--- config.mk ---
export PLATFORM = sky130hd
export DESIGN_NAME = bcd_display_mux_flat
export DESIGN_NICKNAME = d
export VERILOG_FILES = /design/src/rtl/bcd_display_mux_if.sv /design/src/rtl/bcd_display_mux.sv /design/src/flat_wrapper.sv
export SDC_FILE = /design/constraint.sdc
export NUM_CORES = 1
export LEC_CHECK = 0
export ABC_CLOCK_PERIOD_IN_PS = 3000
export CORE_MARGIN = 2
export CORE_UTILIZATION = 35
export CTS_CLUSTER_DIAMETER = 60
export DETAILED_ROUTE_END_ITERATION = 10
export PLACE_DENSITY = 0.56
export SLEW_MARGIN = 30
export SYNTH_ARGS = -nofsm -noshare
export SYNTH_HDL_FRONTEND = slang
export SYNTH_SLANG_ARGS = --single-unit
--- constraint.sdc ---
create_clock -name clk -period 3 [get_ports clk]
set_clock_uncertainty 0.05 [all_clocks]
set_input_delay 0.6 -clock clk [delete_from_list [all_inputs] [get_ports clk]]
set_output_delay 0.6 -clock clk [all_outputs]
set_load 0.05 [all_outputs]
--- src/rtl/bcd_display_mux_if.sv ---
// Digit inputs and display outputs of the two-digit BCD scan driver.
// The master side feeds U/D; the slave side is the display mux itself.
interface bcd_display_mux_if;
    logic [3:0] U;
    logic [3:0] D;
    logic [6:0] seg;
    logic [1:0] an;
    logic       frame_tick;

    modport master (
        output U,
        output D,
        input  seg,
        input  an,
        input  frame_tick
    );

    modport slave (
        input  U,
        input  D,
        output seg,
        output an,
        output frame_tick
    );
endinterface

--- src/rtl/bcd_display_mux.sv ---
// Purpose: scan two BCD digits onto a multiplexed 7-segment display, with anti-ghost gaps.
// Latency: seg/an/frame_tick are registered and change on the same edge as the scan state.
// Backpressure: none; U/D are sampled only on entry to the units slot, once per frame.
module bcd_display_mux #(
    parameter int REFRESH_DIV   = 4,
    parameter int GAP_CYC       = 2,
    parameter bit ACTIVE_LOW    = 1'b1,
    parameter bit BLANK_LEADING = 1'b1
) (
    input  logic               clk,
    input  logic               rst,
    bcd_display_mux_if.slave   bus
);

    typedef enum logic [2:0] {
        INIT,
        DIG_U,
        GAP_U,
        DIG_D,
        GAP_D
    } state_t;

    localparam int MAX_DWELL = (REFRESH_DIV > GAP_CYC) ? REFRESH_DIV : GAP_CYC;
    localparam int CW        = $clog2(MAX_DWELL + 1);

    localparam logic [CW-1:0] DIG_LAST = CW'(REFRESH_DIV - 1);
    localparam logic [CW-1:0] GAP_LAST = (GAP_CYC > 0) ? CW'(GAP_CYC - 1) : '0;
    localparam logic [6:0]    SEG_OFF  = ACTIVE_LOW ? 7'h7F : 7'h00;
    localparam logic [1:0]    AN_OFF   = ACTIVE_LOW ? 2'b11 : 2'b00;

    function automatic logic [6:0] decode(input logic [3:0] v);
        logic [6:0] s;
        case (v)
            4'd0:    s = 7'b0111111;
            4'd1:    s = 7'b0000110;
            4'd2:    s = 7'b1011011;
            4'd3:    s = 7'b1001111;
            4'd4:    s = 7'b1100110;
            4'd5:    s = 7'b1101101;
            4'd6:    s = 7'b1111101;
            4'd7:    s = 7'b0000111;
            4'd8:    s = 7'b1111111;
            4'd9:    s = 7'b1101111;
            default: s = 7'b1000000;
        endcase
        return s;
    endfunction

    state_t        state_q, state_d;
    logic [CW-1:0] cnt_q, cnt_d;
    logic [3:0]    shadow_u_q, shadow_u_d;
    logic [3:0]    shadow_d_q, shadow_d_d;
    logic [6:0]    seg_q, seg_d;
    logic [1:0]    an_q, an_d;
    logic          tick_q, tick_d;
    logic [6:0]    seg_hi;
    logic [1:0]    an_hi;

    always_comb begin
        state_d    = state_q;
        cnt_d      = cnt_q + CW'(1);
        shadow_u_d = shadow_u_q;
        shadow_d_d = shadow_d_q;
        tick_d     = 1'b0;
        seg_hi     = 7'b0;
        an_hi      = 2'b00;

        // INIT leaves on its second cycle: the reset edge itself is the first.
        case (state_q)
            INIT:    if (cnt_q != '0)       state_d = DIG_U;
            DIG_U:   if (cnt_q == DIG_LAST) state_d = (GAP_CYC > 0) ? GAP_U : DIG_D;
            GAP_U:   if (cnt_q == GAP_LAST) state_d = DIG_D;
            DIG_D:   if (cnt_q == DIG_LAST) state_d = (GAP_CYC > 0) ? GAP_D : DIG_U;
            GAP_D:   if (cnt_q == GAP_LAST) state_d = DIG_U;
            default: state_d = INIT;
        endcase

        if (state_d != state_q) begin
            cnt_d = '0;
        end

        if ((state_d == DIG_U) && (state_q != DIG_U)) begin
            shadow_u_d = bus.U;
            shadow_d_d = bus.D;
            tick_d     = 1'b1;
        end

        // Outputs follow the next state so the first lit cycle shows the fresh digit.
        case (state_d)
            DIG_U: begin
                an_hi  = 2'b01;
                seg_hi = decode(shadow_u_d);
            end
            DIG_D: begin
                if (!(BLANK_LEADING && (shadow_d_d == 4'd0))) begin
                    an_hi  = 2'b10;
                    seg_hi = decode(shadow_d_d);
                end
            end
            default: begin
                an_hi  = 2'b00;
                seg_hi = 7'b0;
            end
        endcase

        seg_d = ACTIVE_LOW ? ~seg_hi : seg_hi;
        an_d  = ACTIVE_LOW ? ~an_hi  : an_hi;
    end

    always_ff @(posedge clk) begin
        if (rst) begin
            state_q    <= INIT;
            cnt_q      <= '0;
            shadow_u_q <= 4'd0;
            shadow_d_q <= 4'd0;
            seg_q      <= SEG_OFF;
            an_q       <= AN_OFF;
            tick_q     <= 1'b0;
        end else begin
            state_q    <= state_d;
            cnt_q      <= cnt_d;
            shadow_u_q <= shadow_u_d;
            shadow_d_q <= shadow_d_d;
            seg_q      <= seg_d;
            an_q       <= an_d;
            tick_q     <= tick_d;
        end
    end

    assign bus.seg        = seg_q;
    assign bus.an         = an_q;
    assign bus.frame_tick = tick_q;

endmodule

--- src/flat_wrapper.sv ---
// flat-port wrapper written by rule: the top's interface ports become plain ports
module bcd_display_mux_flat 
#(
    parameter int REFRESH_DIV   = 4,
    parameter int GAP_CYC       = 2,
    parameter bit ACTIVE_LOW    = 1'b1,
    parameter bit BLANK_LEADING = 1'b1
)
  (clk, rst, bus_U, bus_D, bus_seg, bus_an, bus_frame_tick);
  bcd_display_mux_if bus_i ();
  input  logic clk;
  input  logic rst;
  input wire logic [$bits(bus_i.U)-1:0] bus_U;
  input wire logic [$bits(bus_i.D)-1:0] bus_D;
  output wire logic [$bits(bus_i.seg)-1:0] bus_seg;
  output wire logic [$bits(bus_i.an)-1:0] bus_an;
  output wire logic [$bits(bus_i.frame_tick)-1:0] bus_frame_tick;
  assign bus_i.U = bus_U;
  assign bus_i.D = bus_D;
  assign bus_seg = bus_i.seg;
  assign bus_an = bus_i.an;
  assign bus_frame_tick = bus_i.frame_tick;
  bcd_display_mux #(.REFRESH_DIV(REFRESH_DIV), .GAP_CYC(GAP_CYC), .ACTIVE_LOW(ACTIVE_LOW), .BLANK_LEADING(BLANK_LEADING)) u_core (.clk(clk), .rst(rst), .bus(bus_i));
endmodule
==> flow_summary_export.csv <==
group,metric,value,unit
clock_network,cts_setup_buffers,0,
global_route,overflow,0,
worst_setup_path,timing.rr.start,"u_core.cnt_q[0]",
layout,synthToLayoutAreaGrowth,21.6,%
detailed_routing,vias_per_cell,5.09,
synth,async_flop_share,0,
layout,num_antenna_cells,0,
floorplanning,placement_rows,23,
detailed_routing,vias,1185,
global_route,grt.total_usage,0.136,
sta,slew_headroom,0.679,
clock_network,clkLatencyLatePin,0.27,ns
clock_network,clock-sinks,24,
synth,synth_nets,183,
placement,dp.final_hpwl,2410,µm
clock_network,ctsResizeCount,0,
detailed_routing,drt-total-wl,3090,µm
layout,final_cell_mix,"dfxtp_1, nor2_1, clkdlybuf4s50_1, a21oi_1, ha_1",
worst_setup_path,path_class,"register to register",
worst_setup_path,required,3.11,ns
synth,ys_seq_area_frac,0.324,
sta,finalHoldViolCount,0,
pwr,p_per_area,1220,nW/µm²
pwr,vdd.ir_drop.worst,0.415,mV
layout,register_area,480,µm²
layout,multi_input_area,907,µm²
clock_network,cts_tree,"done",
clock_network,htree_num_levels,1,
worst_setup_path,r2r-end,"u_core.bus.seg[5]",
sta,layout_min_cycle_time,2.72,ns
worst_setup_path,path_cells,"inv_1, ha_1, nor3b_2, a2111o_1, mux2i_1, inv_1, ha_1, inv_1, mux2i_1, a21oi_1, o21ai_1",
worst_setup_path,startpoint_type,"register",
layout,fill_cells,398,
synth,ys_ff_latch,24,
worst_setup_path,critPathArrivalTime,2.83,ns
global_route,first_global_vias,1145,
global_route,grt_pass1_wl,5400,µm
clock_network,cts_root_buf,"clkbuf_8",
worst_setup_path,slowest_delay,0.55,ns
floorplanning,start_util,0.369,
synth,dominantRegCellSynth,"dfxtp_1",
floorplanning,die_h,69.1,µm
detailed_routing,first_iter_violations,65,
sta,fmax,367,MHz
floorplanning,io_pins,20,
worst_setup_path,r2r_cells,11,
sta,drv_slew,0,
worst_setup_path,reg2reg_slack,0.28,ns
layout,layout_commonest_cell,"dfxtp_1",
hold_path,holdPathEnd,"u_core.cnt_q[0]",
floorplanning,core,4030,µm²
sta,hold_ws,0.431,ns
sta,worst_pin_slew,0.468,ns
clock_network,ctsHoldBuffers,0,
run,maxCapViolCount,0,
detailed_routing,ant_nets,0,
sta,setup_violations,0,
hold_path,hold_path_class,"register to register",
hold_path,worstHoldStart,"u_core.cnt_q[0]",
worst_setup_path,crit_slowest_cell,"a2111o_1",
global_route,antenna_found_initial,0,
floorplanning,die_x,69.1,µm
detailed_routing,dr.pass1.iters,4,
global_route,grt_max_degree,15,
detailed_routing,drc,0,
synth,synth_edf_count,0,
sta,finalSetupTns,0,ns
worst_setup_path,cpMostUsedCell,"inv_1",
detailed_routing,wl_per_cell,13.2,µm
sta,rsz0062_at_grt,"no",
synth,synth_cell_type_count,45,
placement,routabilityCongestion,0.800,
placement,numPortBuffers,19,
layout,final_net_count,206,
clock_network,clk_pin_slew,0.09,ns
floorplanning,dieArea,4780,µm²
layout,drive_gt1_frac,0.126,
synth,synth_cells,161,
clock_network,cts_made_buffers,3,
synth,ys_warn_count,0,
outcome,status,"finished clean",
worst_setup_path,crit_fanout,6,
sta,finalCritPeriodShare,0.907,
hold_path,holdPathStages,1,
worst_setup_path,end_kind,"register",
clock_network,cts_max_path_buffers,2,
synth,synth_area_per_cell,9.22,µm²
synth,synth_area,1490,µm²
pwr,leakagePower,0.758,nW
## power breakdown
group	total [mW]	leakage, nW	internal [mW]	switching (mW)
registers	0.494	0.196	0.423	0.0705
clock network	0.288	0.0357	0.178	0.109
logic	1.42	0.526	0.622	0.794
total	2.20	0.758	1.22	0.974
## layout make-up
class                           instances  area share
Timing Repair Buffer                   26       0.134
Tap cell                               50      0.0347
Clock buffer                            3      0.0229
Sequential cell                        24       0.266
Multi-Input combinational cell        118       0.502
Clock inverter                          1      0.0166
Inverter                               11      0.0229
## synth_stat cells, types with 2 or more instances
master | number | area share
clkbuf_1 | 4 | 0.010
inv_1 | 11 | 0.028
nand3b_1 | 3 | 0.015
nand2_1 | 7 | 0.018
o21bai_1 | 2 | 0.010
nor2b_1 | 4 | 0.017
dfxtp_1 | 24 | 0.32
nand3_1 | 4 | 0.013
a21oi_1 | 12 | 0.040
xor2_1 | 2 | 0.012
mux2i_1 | 7 | 0.047
mux2_2 | 2 | 0.015
nand2b_1 | 3 | 0.013
o21a_1 | 2 | 0.010
ha_1 | 12 | 0.10
o32ai_1 | 2 | 0.012
o21ai_1 | 4 | 0.013
buf_6 | 3 | 0.023
mux2i_4 | 4 | 0.061
o21ai_0 | 3 | 0.010
nor2_1 | 19 | 0.048
nor3_1 | 4 | 0.013
## stage by stage
step	total power, mW	worst slack (ns)	area, µm²	cells	utilization
2_1_floorplan	1.62	0.376	1490	161	-
3_3_place_gp	1.90	0.317	1730	229	0.430
3_5_place_dp	1.92	0.286	1730	229	0.430
4_1_cts	2.22	0.265	1810	233	0.448
5_1_grt	2.37	0.0750	1810	233	0.448
6_report	2.20	0.278	1810	233	0.448
## state kept, by name, indices dropped and copies added, names as in the netlist
register,count
u_core.bus.an,2
u_core.bus.frame_tick,1
u_core.bus.seg,7
u_core.cnt_q,3
u_core.shadow_d_q,4
u_core.shadow_u_q,4
u_core.state_q,3
## logic make-up after synthesis
| group | after synthesis | share of synthesized area |
|---|---|---|
| adders and majority gates | 12 | 0.101 |
| muxes | 14 | 0.132 |
| xor gates and xnor gates | 2 | 0.0118 |
| AOI/OAI and AO/OA | 37 | 0.173 |
| DFF | 24 | 0.324 |
| and+or+nand+nor | 53 | 0.193 |
| buffers and inverters | 19 | 0.0657 |
## worst max path at each step
| stage | end | from |
|---|---|---|
| 2_1_floorplan | u_core.bus.seg[5] | u_core.cnt_q[0] |
| 3_3_place_gp | u_core.bus.seg[6] | u_core.cnt_q[0] |
| 3_5_place_dp | u_core.bus.seg[3] | u_core.cnt_q[0] |
| 4_1_cts | u_core.bus.seg[3] | u_core.cnt_q[0] |
| 5_1_grt | u_core.bus.seg[5] | u_core.cnt_q[0] |
| 6_report | u_core.bus.seg[5] | u_core.cnt_q[0] |
## layer usage
metal / track usage / up-vias / wire length (µm)
met5: 0 / - / 0
met4: 0.0458 / 0 / 38
met3: 0.0146 / 5 / 124
met2: 0.221 / 33 / 1440
met1: 0.188 / 538 / 1480
li1: - / 609 / -
## worst max-delay path: cells and delay by family (launching register included)
family,cells,cell delay [ns]
AO/OA/AOI/OAI,3,0.82
multiplexers,2,0.52
adder cells (fa/ha/maj),2,0.41
flip-flops,1,0.39
buffers and inverters,3,0.27
AND/OR/NAND/NOR,1,0.16
(Power assumes the default switching activity.)
